`config.mk`:
```
export PLATFORM = sky130hd
export DESIGN_NAME = mainfsm_wait_flat
export DESIGN_NICKNAME = d
export VERILOG_FILES = /design/src/rtl/mainfsm_wait_if.sv /design/src/rtl/mainfsm_wait.sv /design/src/flat_wrapper.sv
export SDC_FILE = /design/constraint.sdc
export NUM_CORES = 1
export LEC_CHECK = 0
export BUFFER_PORTS_ARGS = -buffer_cell sky130_fd_sc_hd__buf_2
export CAP_MARGIN = 0
export CORE_ASPECT_RATIO = 0.75
export CORE_MARGIN = 2
export CORE_UTILIZATION = 50
export DETAILED_ROUTE_END_ITERATION = 10
export GPL_TIMING_DRIVEN = 0
export PLACE_DENSITY = 0.78
export REMOVE_ABC_BUFFERS = 1
export SLEW_MARGIN = 20
export SYNTH_ARGS = -nofsm -noshare
export SYNTH_HDL_FRONTEND = slang
export SYNTH_SLANG_ARGS = --single-unit
```
`constraint.sdc`:
```
create_clock -name clk -period 3.55 [get_ports clk]
set_input_delay 0.71 -clock clk [delete_from_list [all_inputs] [get_ports clk]]
set_output_delay 0.71 -clock clk [all_outputs]
set_load 0.05 [all_outputs]
```
`src/rtl/mainfsm_wait_if.sv`:
```
// Decoder/datapath-side bundle for the mainfsm_wait control FSM.
// Counter outputs exist only when MAINFSM_PERF_EN is defined.
interface mainfsm_wait_if;
  logic [1:0] Op;
  logic [5:0] Funct;
  logic       is_mul;
  logic       mem_ready;
  logic       ex_done;

  logic       IRWrite;
  logic       AdrSrc;
  logic       NextPC;
  logic       RegW;
  logic       MemW;
  logic       Branch;
  logic       ALUOp;
  logic [1:0] ALUSrcA;
  logic [1:0] ALUSrcB;
  logic [1:0] ResultSrc;
  logic       ex_start;
  logic       illegal;
  logic       fault;
  logic [3:0] state_dbg;
`ifdef MAINFSM_PERF_EN
  logic [31:0] instr_count;
  logic [31:0] stall_count;
`endif

  // FSM side
  modport master (
`ifdef MAINFSM_PERF_EN
    output instr_count, output stall_count,
`endif
    input  Op, Funct, is_mul, mem_ready, ex_done,
    output IRWrite, AdrSrc, NextPC, RegW, MemW, Branch, ALUOp,
    output ALUSrcA, ALUSrcB, ResultSrc,
    output ex_start, illegal, fault, state_dbg
  );

  // Decoder/datapath side
  modport slave (
`ifdef MAINFSM_PERF_EN
    input  instr_count, input stall_count,
`endif
    output Op, Funct, is_mul, mem_ready, ex_done,
    input  IRWrite, AdrSrc, NextPC, RegW, MemW, Branch, ALUOp,
    input  ALUSrcA, ALUSrcB, ResultSrc,
    input  ex_start, illegal, fault, state_dbg
  );
endinterface

```
`src/rtl/mainfsm_wait.sv`:
```
// Multicycle CPU main control FSM with memory wait states, variable-latency
// multiply handshake, wait timeout/fault. Optional counters: MAINFSM_PERF_EN.
module mainfsm_wait #(
  parameter int WAIT_TIMEOUT = 64,
  parameter int TMO_W        = 7
) (
  input  logic            clk,
  input  logic            reset,
  mainfsm_wait_if.master  bus
);

  typedef enum logic [3:0] {
    S_FETCH    = 4'd0,
    S_DECODE   = 4'd1,
    S_MEMADR   = 4'd2,
    S_MEMREAD  = 4'd3,
    S_MEMWB    = 4'd4,
    S_MEMWRITE = 4'd5,
    S_EXECUTER = 4'd6,
    S_EXECUTEI = 4'd7,
    S_ALUWB    = 4'd8,
    S_BRANCH   = 4'd9,
    S_UNKNOWN  = 4'd10,
    S_EXMUL    = 4'd11,
    S_EXWAIT   = 4'd12,
    S_FAULT    = 4'd13
  } state_t;

  // {NextPC, Branch, MemW, RegW, IRWrite, AdrSrc, ResultSrc, ALUSrcA, ALUSrcB, ALUOp}
  localparam logic [12:0] C_FETCH     = 13'b1000101001100;
  localparam logic [12:0] C_DECODE    = 13'b0000001001100;
  localparam logic [12:0] C_EXECUTER  = 13'b0000000000001;
  localparam logic [12:0] C_EXECUTEI  = 13'b0000000000011;
  localparam logic [12:0] C_ALUWB     = 13'b0001000000000;
  localparam logic [12:0] C_ALUWB_MUL = 13'b0001001100001;
  localparam logic [12:0] C_MEMADR    = 13'b0000000000010;
  localparam logic [12:0] C_MEMREAD   = 13'b0000010000000;
  localparam logic [12:0] C_MEMWB     = 13'b0001000100000;
  localparam logic [12:0] C_MEMWRITE  = 13'b0010010000000;
  localparam logic [12:0] C_BRANCH    = 13'b0100001000010;
  localparam logic [12:0] C_EXMUL     = 13'b0000000000001;

  localparam logic             TMO_EN   = (WAIT_TIMEOUT > 0);
  localparam logic [TMO_W-1:0] TMO_LAST = TMO_EN ? TMO_W'(WAIT_TIMEOUT - 1) : '0;

  state_t           state_reg, state_next;
  logic [TMO_W-1:0] tmo_reg, tmo_next;
  logic             mulwb_reg, mulwb_next;
  logic             wait_unmet;
  logic             tmo_hit;
  logic [12:0]      ctrl;

  always_ff @(posedge clk or negedge reset) begin
    if (!reset) begin
      state_reg <= S_FETCH;
      tmo_reg   <= '0;
      mulwb_reg <= 1'b0;
    end else begin
      state_reg <= state_next;
      tmo_reg   <= tmo_next;
      mulwb_reg <= mulwb_next;
    end
  end

  always_comb begin
    wait_unmet = 1'b0;
    case (state_reg)
      S_FETCH, S_MEMREAD, S_MEMWRITE: wait_unmet = !bus.mem_ready;
      S_EXWAIT:                       wait_unmet = !bus.ex_done;
      default:                        wait_unmet = 1'b0;
    endcase
    tmo_hit = TMO_EN && wait_unmet && (tmo_reg == TMO_LAST);
  end

  always_comb begin
    state_next = state_reg;
    mulwb_next = 1'b0;
    case (state_reg)
      S_FETCH:    if (bus.mem_ready) state_next = S_DECODE;
                  else if (tmo_hit)  state_next = S_FAULT;
      S_DECODE: begin
        case (bus.Op)
          2'b00:   state_next = bus.Funct[5] ? S_EXECUTEI : S_EXECUTER;
          2'b01:   state_next = S_MEMADR;
          2'b10:   state_next = S_BRANCH;
          default: state_next = bus.is_mul ? S_EXMUL : S_UNKNOWN;
        endcase
      end
      S_MEMADR:   state_next = bus.Funct[0] ? S_MEMREAD : S_MEMWRITE;
      S_MEMREAD:  if (bus.mem_ready) state_next = S_MEMWB;
                  else if (tmo_hit)  state_next = S_FAULT;
      S_MEMWB:    state_next = S_FETCH;
      S_MEMWRITE: if (bus.mem_ready) state_next = S_FETCH;
                  else if (tmo_hit)  state_next = S_FAULT;
      S_EXECUTER: state_next = S_ALUWB;
      S_EXECUTEI: state_next = S_ALUWB;
      S_ALUWB:    state_next = S_FETCH;
      S_BRANCH:   state_next = S_FETCH;
      S_UNKNOWN:  state_next = S_FETCH;
      S_EXMUL:    state_next = S_EXWAIT;
      S_EXWAIT: begin
        if (bus.ex_done) begin
          state_next = S_ALUWB;
          mulwb_next = 1'b1;
        end else if (tmo_hit) begin
          state_next = S_FAULT;
        end
      end
      S_FAULT:    state_next = S_FAULT;
      default:    state_next = S_FAULT;
    endcase
  end

  // Any state change clears the counter, so every wait state starts from zero.
  always_comb begin
    tmo_next = tmo_reg;
    if (state_next != state_reg)
      tmo_next = '0;
    else if (wait_unmet && (tmo_reg != '1))
      tmo_next = tmo_reg + 1'b1;
  end

  always_comb begin
    ctrl = '0;
    case (state_reg)
      S_FETCH: begin
        ctrl     = C_FETCH;
        ctrl[12] = bus.mem_ready;
        ctrl[8]  = bus.mem_ready;
      end
      S_DECODE:   ctrl = C_DECODE;
      S_MEMADR:   ctrl = C_MEMADR;
      S_MEMREAD:  ctrl = C_MEMREAD;
      S_MEMWB:    ctrl = C_MEMWB;
      S_MEMWRITE: ctrl = C_MEMWRITE;
      S_EXECUTER: ctrl = C_EXECUTER;
      S_EXECUTEI: ctrl = C_EXECUTEI;
      S_ALUWB:    ctrl = mulwb_reg ? C_ALUWB_MUL : C_ALUWB;
      S_BRANCH:   ctrl = C_BRANCH;
      S_EXMUL:    ctrl = C_EXMUL;
      default:    ctrl = '0;
    endcase
  end

  assign {bus.NextPC, bus.Branch, bus.MemW, bus.RegW, bus.IRWrite, bus.AdrSrc,
          bus.ResultSrc, bus.ALUSrcA, bus.ALUSrcB, bus.ALUOp} = ctrl;
  assign bus.ex_start  = (state_reg == S_EXMUL);
  assign bus.illegal   = (state_reg == S_UNKNOWN);
  assign bus.fault     = (state_reg == S_FAULT);
  assign bus.state_dbg = state_reg;

`ifdef MAINFSM_PERF_EN
  logic [31:0] instr_count_reg;
  logic [31:0] stall_count_reg;

  always_ff @(posedge clk or negedge reset) begin
    if (!reset) begin
      instr_count_reg <= '0;
      stall_count_reg <= '0;
    end else begin
      if ((state_reg == S_FETCH) && bus.mem_ready)
        instr_count_reg <= instr_count_reg + 32'd1;
      if (wait_unmet)
        stall_count_reg <= stall_count_reg + 32'd1;
    end
  end

  assign bus.instr_count = instr_count_reg;
  assign bus.stall_count = stall_count_reg;
`endif

endmodule

```
`src/flat_wrapper.sv`:
```
// flat-port wrapper written by rule: the top's interface ports become plain ports
module mainfsm_wait_flat 
#(
  parameter int WAIT_TIMEOUT = 64,
  parameter int TMO_W        = 7
)
  (clk, reset, bus_Op, bus_Funct, bus_is_mul, bus_mem_ready, bus_ex_done, bus_IRWrite, bus_AdrSrc, bus_NextPC, bus_RegW, bus_MemW, bus_Branch, bus_ALUOp, bus_ALUSrcA, bus_ALUSrcB, bus_ResultSrc, bus_ex_start, bus_illegal, bus_fault, bus_state_dbg);
  mainfsm_wait_if bus_i ();
  input  logic clk;
  input  logic reset;
  input wire logic [$bits(bus_i.Op)-1:0] bus_Op;
  input wire logic [$bits(bus_i.Funct)-1:0] bus_Funct;
  input wire logic [$bits(bus_i.is_mul)-1:0] bus_is_mul;
  input wire logic [$bits(bus_i.mem_ready)-1:0] bus_mem_ready;
  input wire logic [$bits(bus_i.ex_done)-1:0] bus_ex_done;
  output wire logic [$bits(bus_i.IRWrite)-1:0] bus_IRWrite;
  output wire logic [$bits(bus_i.AdrSrc)-1:0] bus_AdrSrc;
  output wire logic [$bits(bus_i.NextPC)-1:0] bus_NextPC;
  output wire logic [$bits(bus_i.RegW)-1:0] bus_RegW;
  output wire logic [$bits(bus_i.MemW)-1:0] bus_MemW;
  output wire logic [$bits(bus_i.Branch)-1:0] bus_Branch;
  output wire logic [$bits(bus_i.ALUOp)-1:0] bus_ALUOp;
  output wire logic [$bits(bus_i.ALUSrcA)-1:0] bus_ALUSrcA;
  output wire logic [$bits(bus_i.ALUSrcB)-1:0] bus_ALUSrcB;
  output wire logic [$bits(bus_i.ResultSrc)-1:0] bus_ResultSrc;
  output wire logic [$bits(bus_i.ex_start)-1:0] bus_ex_start;
  output wire logic [$bits(bus_i.illegal)-1:0] bus_illegal;
  output wire logic [$bits(bus_i.fault)-1:0] bus_fault;
  output wire logic [$bits(bus_i.state_dbg)-1:0] bus_state_dbg;
  assign bus_i.Op = bus_Op;
  assign bus_i.Funct = bus_Funct;
  assign bus_i.is_mul = bus_is_mul;
  assign bus_i.mem_ready = bus_mem_ready;
  assign bus_i.ex_done = bus_ex_done;
  assign bus_IRWrite = bus_i.IRWrite;
  assign bus_AdrSrc = bus_i.AdrSrc;
  assign bus_NextPC = bus_i.NextPC;
  assign bus_RegW = bus_i.RegW;
  assign bus_MemW = bus_i.MemW;
  assign bus_Branch = bus_i.Branch;
  assign bus_ALUOp = bus_i.ALUOp;
  assign bus_ALUSrcA = bus_i.ALUSrcA;
  assign bus_ALUSrcB = bus_i.ALUSrcB;
  assign bus_ResultSrc = bus_i.ResultSrc;
  assign bus_ex_start = bus_i.ex_start;
  assign bus_illegal = bus_i.illegal;
  assign bus_fault = bus_i.fault;
  assign bus_state_dbg = bus_i.state_dbg;
  mainfsm_wait #(.WAIT_TIMEOUT(WAIT_TIMEOUT), .TMO_W(TMO_W)) u_core (.clk(clk), .reset(reset), .bus(bus_i));
endmodule
```
==> qor.log <==
INFO  die            design.portCount=33
INFO  synth          number_of_enable_flip_flop_cells_after_synthesis=0
INFO  setup_path     timing.critical_path.slowest_cell_delay=0.72ns
INFO  cells_and_area layout-drive-gt1-share=0.242
INFO  timing         fmaxAchievable=0.365GHz
INFO  synth          synth.ff_latch_count=12
INFO  clocking       quantity_of_hold_fixing_buffers_added_after_cts=0
INFO  power          power.total=1.04mW
INFO  clocking       number_of_buffers_inserted_during_clock_tree_synthesis=3
INFO  synth          post_synth_main_area_contributors=sky130_fd_sc_hd__dfrtp_1, sky130_fd_sc_hd__nor2_1, sky130_fd_sc_hd__a21oi_1, sky130_fd_sc_hd__o21ai_0, sky130_fd_sc_hd__a211oi_1
INFO  timing         finalSetupViolCount=0
INFO  power          leakagePower=0.548nW
INFO  setup_path     cp_top_family=flip-flops
INFO  route          drt_drc_violations_left=0
INFO  run_status     status=completed
INFO  grt            globalRoute.totalOverflow=0
INFO  timing         final_min_period_over_clock_period=0.772
INFO  cells_and_area layout_common_cells=sky130_fd_sc_hd__buf_2, sky130_fd_sc_hd__nor2_1, sky130_fd_sc_hd__dfrtp_1, sky130_fd_sc_hd__o21ai_0, sky130_fd_sc_hd__a21oi_1
INFO  setup_path     arrival_time_reported_for_the_critical_path_endpoint=2.03ns
INFO  clocking       clk_path_buf_depth=2
INFO  placement      portBuffers=27
INFO  timing         final-hold-violation-count=0
INFO  clocking       clock-sinks=12
INFO  power          power_per_cell_area=883nW/um2
INFO  synth          syn_std_cell_area=1040um2
INFO  die            die_w=56.7um
INFO  setup_path     path_class=flip-flop to output port
INFO  grt            grt_start_max_net_pins=22
INFO  die            count_of_standard_cell_rows=14
INFO  setup_path     cp-start-kind=flip-flop
INFO  run            cap_viol_max_count=0
INFO  cells_and_area area_added_between_synthesis_and_finish=12.9%
INFO  timing         setup_repair_after_global_routing_missed_its_margin=no
INFO  clocking       h-tree-depth=1
INFO  die            die_y=43.5um
INFO  timing         maxSlewViolCount=0
INFO  cells_and_area final_net_count=168
INFO  clocking       cts_post_setup_buffers_inserted=0
INFO  timing         fin_setup_tns=0ns
INFO  synth          top_cell_type_by_total_area_after_synthesis=sky130_fd_sc_hd__dfrtp_1
INFO  clocking       clock_tree_from_tritoncts=built
INFO  grt            groute.usage.overall=0.219
INFO  clocking       post_cts.resized_instances=0
INFO  setup_path     critPathMaxFanout=19
INFO  cells_and_area number_of_flip_flops_under_the_largest_register_name=7
INFO  synth          seq_area_frac_synth=0.289
INFO  hold_path      worst_hold_path_type=input port to async pin
INFO  synth          synth_async_sr_flop_share=1.00
INFO  setup_path     number_of_buffers_and_inverters_on_the_critical_path=1
INFO  cells_and_area num_antenna_cells=0
INFO  route          initialDrtViolationCount=42
INFO  timing         final.min_clock_period=2.74ns
INFO  die            fp.coreArea=1980um2
INFO  route          dr_total_vias=1,043
INFO  placement      globalplace.congestion=0.830
INFO  synth          synth_cells=134
INFO  timing         worstMarginPinSlew=0.608ns
INFO  synth          ys_warn_count=0
INFO  route          routed_wl=2510um
INFO  clocking       clkSlewWorstSetupHoldPaths=0.07ns
INFO  synth          syn-mean-instance-area=7.76um2
INFO  setup_path     cp_cell_sequence=nand2_1 -> a21boi_0 -> o22ai_1 -> buf_2
INFO  synth          synth_top_area_share=0.289
INFO  route          route.detailed.wl_per_inst=14.2um
INFO  route          detail-route-antenna-nets=0
INFO  cells_and_area layout.cells.most_common=sky130_fd_sc_hd__buf_2
INFO  timing         fin_worst_skew=0.000780ns
INFO  die            start_util=0.525
INFO  die            die_area=2460um2
INFO  grt            grt_pass1_vias=919
INFO  route          firstDrtPassIters=4
INFO  synth          yosysUniqueCellTypes=44
INFO  setup_path     cp_data_required_time=2.84ns
INFO  setup_path     critPathSlowestCell=sky130_fd_sc_hd__dfrtp_1
INFO  setup_path     kind_of_end_point_of_the_critical_path=output port
INFO  power          power.ir.vdd_worst=0.000657V
INFO  grt            wire_length_of_the_first_global_routing_pass=4200um
INFO  grt            number_of_antenna_violations_at_the_first_check_in_global_routing=0
INFO  route          via_density_per_instance=5.89
INFO  timing         max_slew_margin=0.594
INFO  clocking       root_buffer=sky130_fd_sc_hd__clkbuf_4
INFO  clocking       clock_latency=0.28ns
INFO  synth          synth_ff_type=sky130_fd_sc_hd__dfrtp_1
INFO  placement      dp.final_hpwl=1870um
-- report_power, final --
| group | internal, mW | switching (mW) |
|---|---|---|
| Sequential | 0.157 | 0.0874 |
| Clock | 0.0624 | 0.0471 |
| Combinational | 0.192 | 0.491 |
-- per-layer routing --
layer,GRT usage,vias up,share of wire
li1,-,526,-
met1,0.322,481,0.46
met4,0.0429,0,0.0060
met3,0.0657,2,0.063
met5,0,-,0
met2,0.321,34,0.47
-- worst paths after layout --
kind / start / to / slack, ns / cells after the start
worst max-delay path: u_core.bus.state_dbg[1] / bus_ALUOp / 0.81 / 4
worst min-delay path: reset / u_core.mulwb_reg / 0.30 / 1
worst max register to register: u_core.bus.state_dbg[1] / u_core.bus.state_dbg[1] / 1.20 / 5
worst min register to register: u_core.tmo_reg[3] / u_core.tmo_reg[3] / 0.58 / 2
max in group asynchronous: reset / u_core.bus.state_dbg[0] / 3.03 / 1
min in group clk: u_core.tmo_reg[3] / u_core.tmo_reg[3] / 0.58 / 2
-- kinds of logic after synthesis --
group                    Yosys count  share of synthesized area
adder cells (fa/ha/maj)            1                     0.0120
AO/OA/AOI/OAI                     48                      0.326
other                              1                    0.00361
flip-flops                        12                      0.289
multiplexers                       1                    0.00963
AND/OR/NAND/NOR                   48                      0.236
buffers and inverters             19                     0.0902
XOR/XNOR                           4                     0.0337
-- cells in the mapped netlist, types with 2 or more instances --
cell type,count
sky130_fd_sc_hd__nand3_1,2
sky130_fd_sc_hd__nor2b_1,3
sky130_fd_sc_hd__a21boi_0,3
sky130_fd_sc_hd__xor2_1,3
sky130_fd_sc_hd__o21ai_0,10
sky130_fd_sc_hd__nand4_1,2
sky130_fd_sc_hd__nor3b_1,2
sky130_fd_sc_hd__and2_1,2
sky130_fd_sc_hd__nor3_1,2
sky130_fd_sc_hd__o211ai_1,2
sky130_fd_sc_hd__a21oi_1,10
sky130_fd_sc_hd__dfrtp_1,12
sky130_fd_sc_hd__nor2_1,19
sky130_fd_sc_hd__a211oi_1,5
sky130_fd_sc_hd__inv_1,7
sky130_fd_sc_hd__o22ai_1,5
sky130_fd_sc_hd__clkbuf_1,4
sky130_fd_sc_hd__and3_1,3
sky130_fd_sc_hd__and4_1,2
sky130_fd_sc_hd__o21bai_1,2
sky130_fd_sc_hd__buf_2,3
sky130_fd_sc_hd__buf_4,3
sky130_fd_sc_hd__or2_2,2
sky130_fd_sc_hd__nand2_1,6
-- per-stage QoR --
stage          std cells  hold slack (ns)   util  area [um2]  worst slack, ns
2_1_floorplan        122            0.414      -         972            0.400
6_report             177            0.298  0.593        1170            0.810
5_1_grt              177            0.312  0.593        1170            0.626
4_1_cts              177            0.307  0.593        1170            0.839
3_3_place_gp         173            0.558  0.575        1140             1.08
3_5_place_dp         173            0.566  0.575        1140             1.10
-- area by class of cell --
type	count	area (um2)
timing repair buffer	27	135
sequential	12	300
tap	24	30.0
fill	190	806
inverter	7	26.3
clock buffer	4	36.3
multi-input combinational	103	646
No activity file was read; power rests on OpenSTA's default activity.
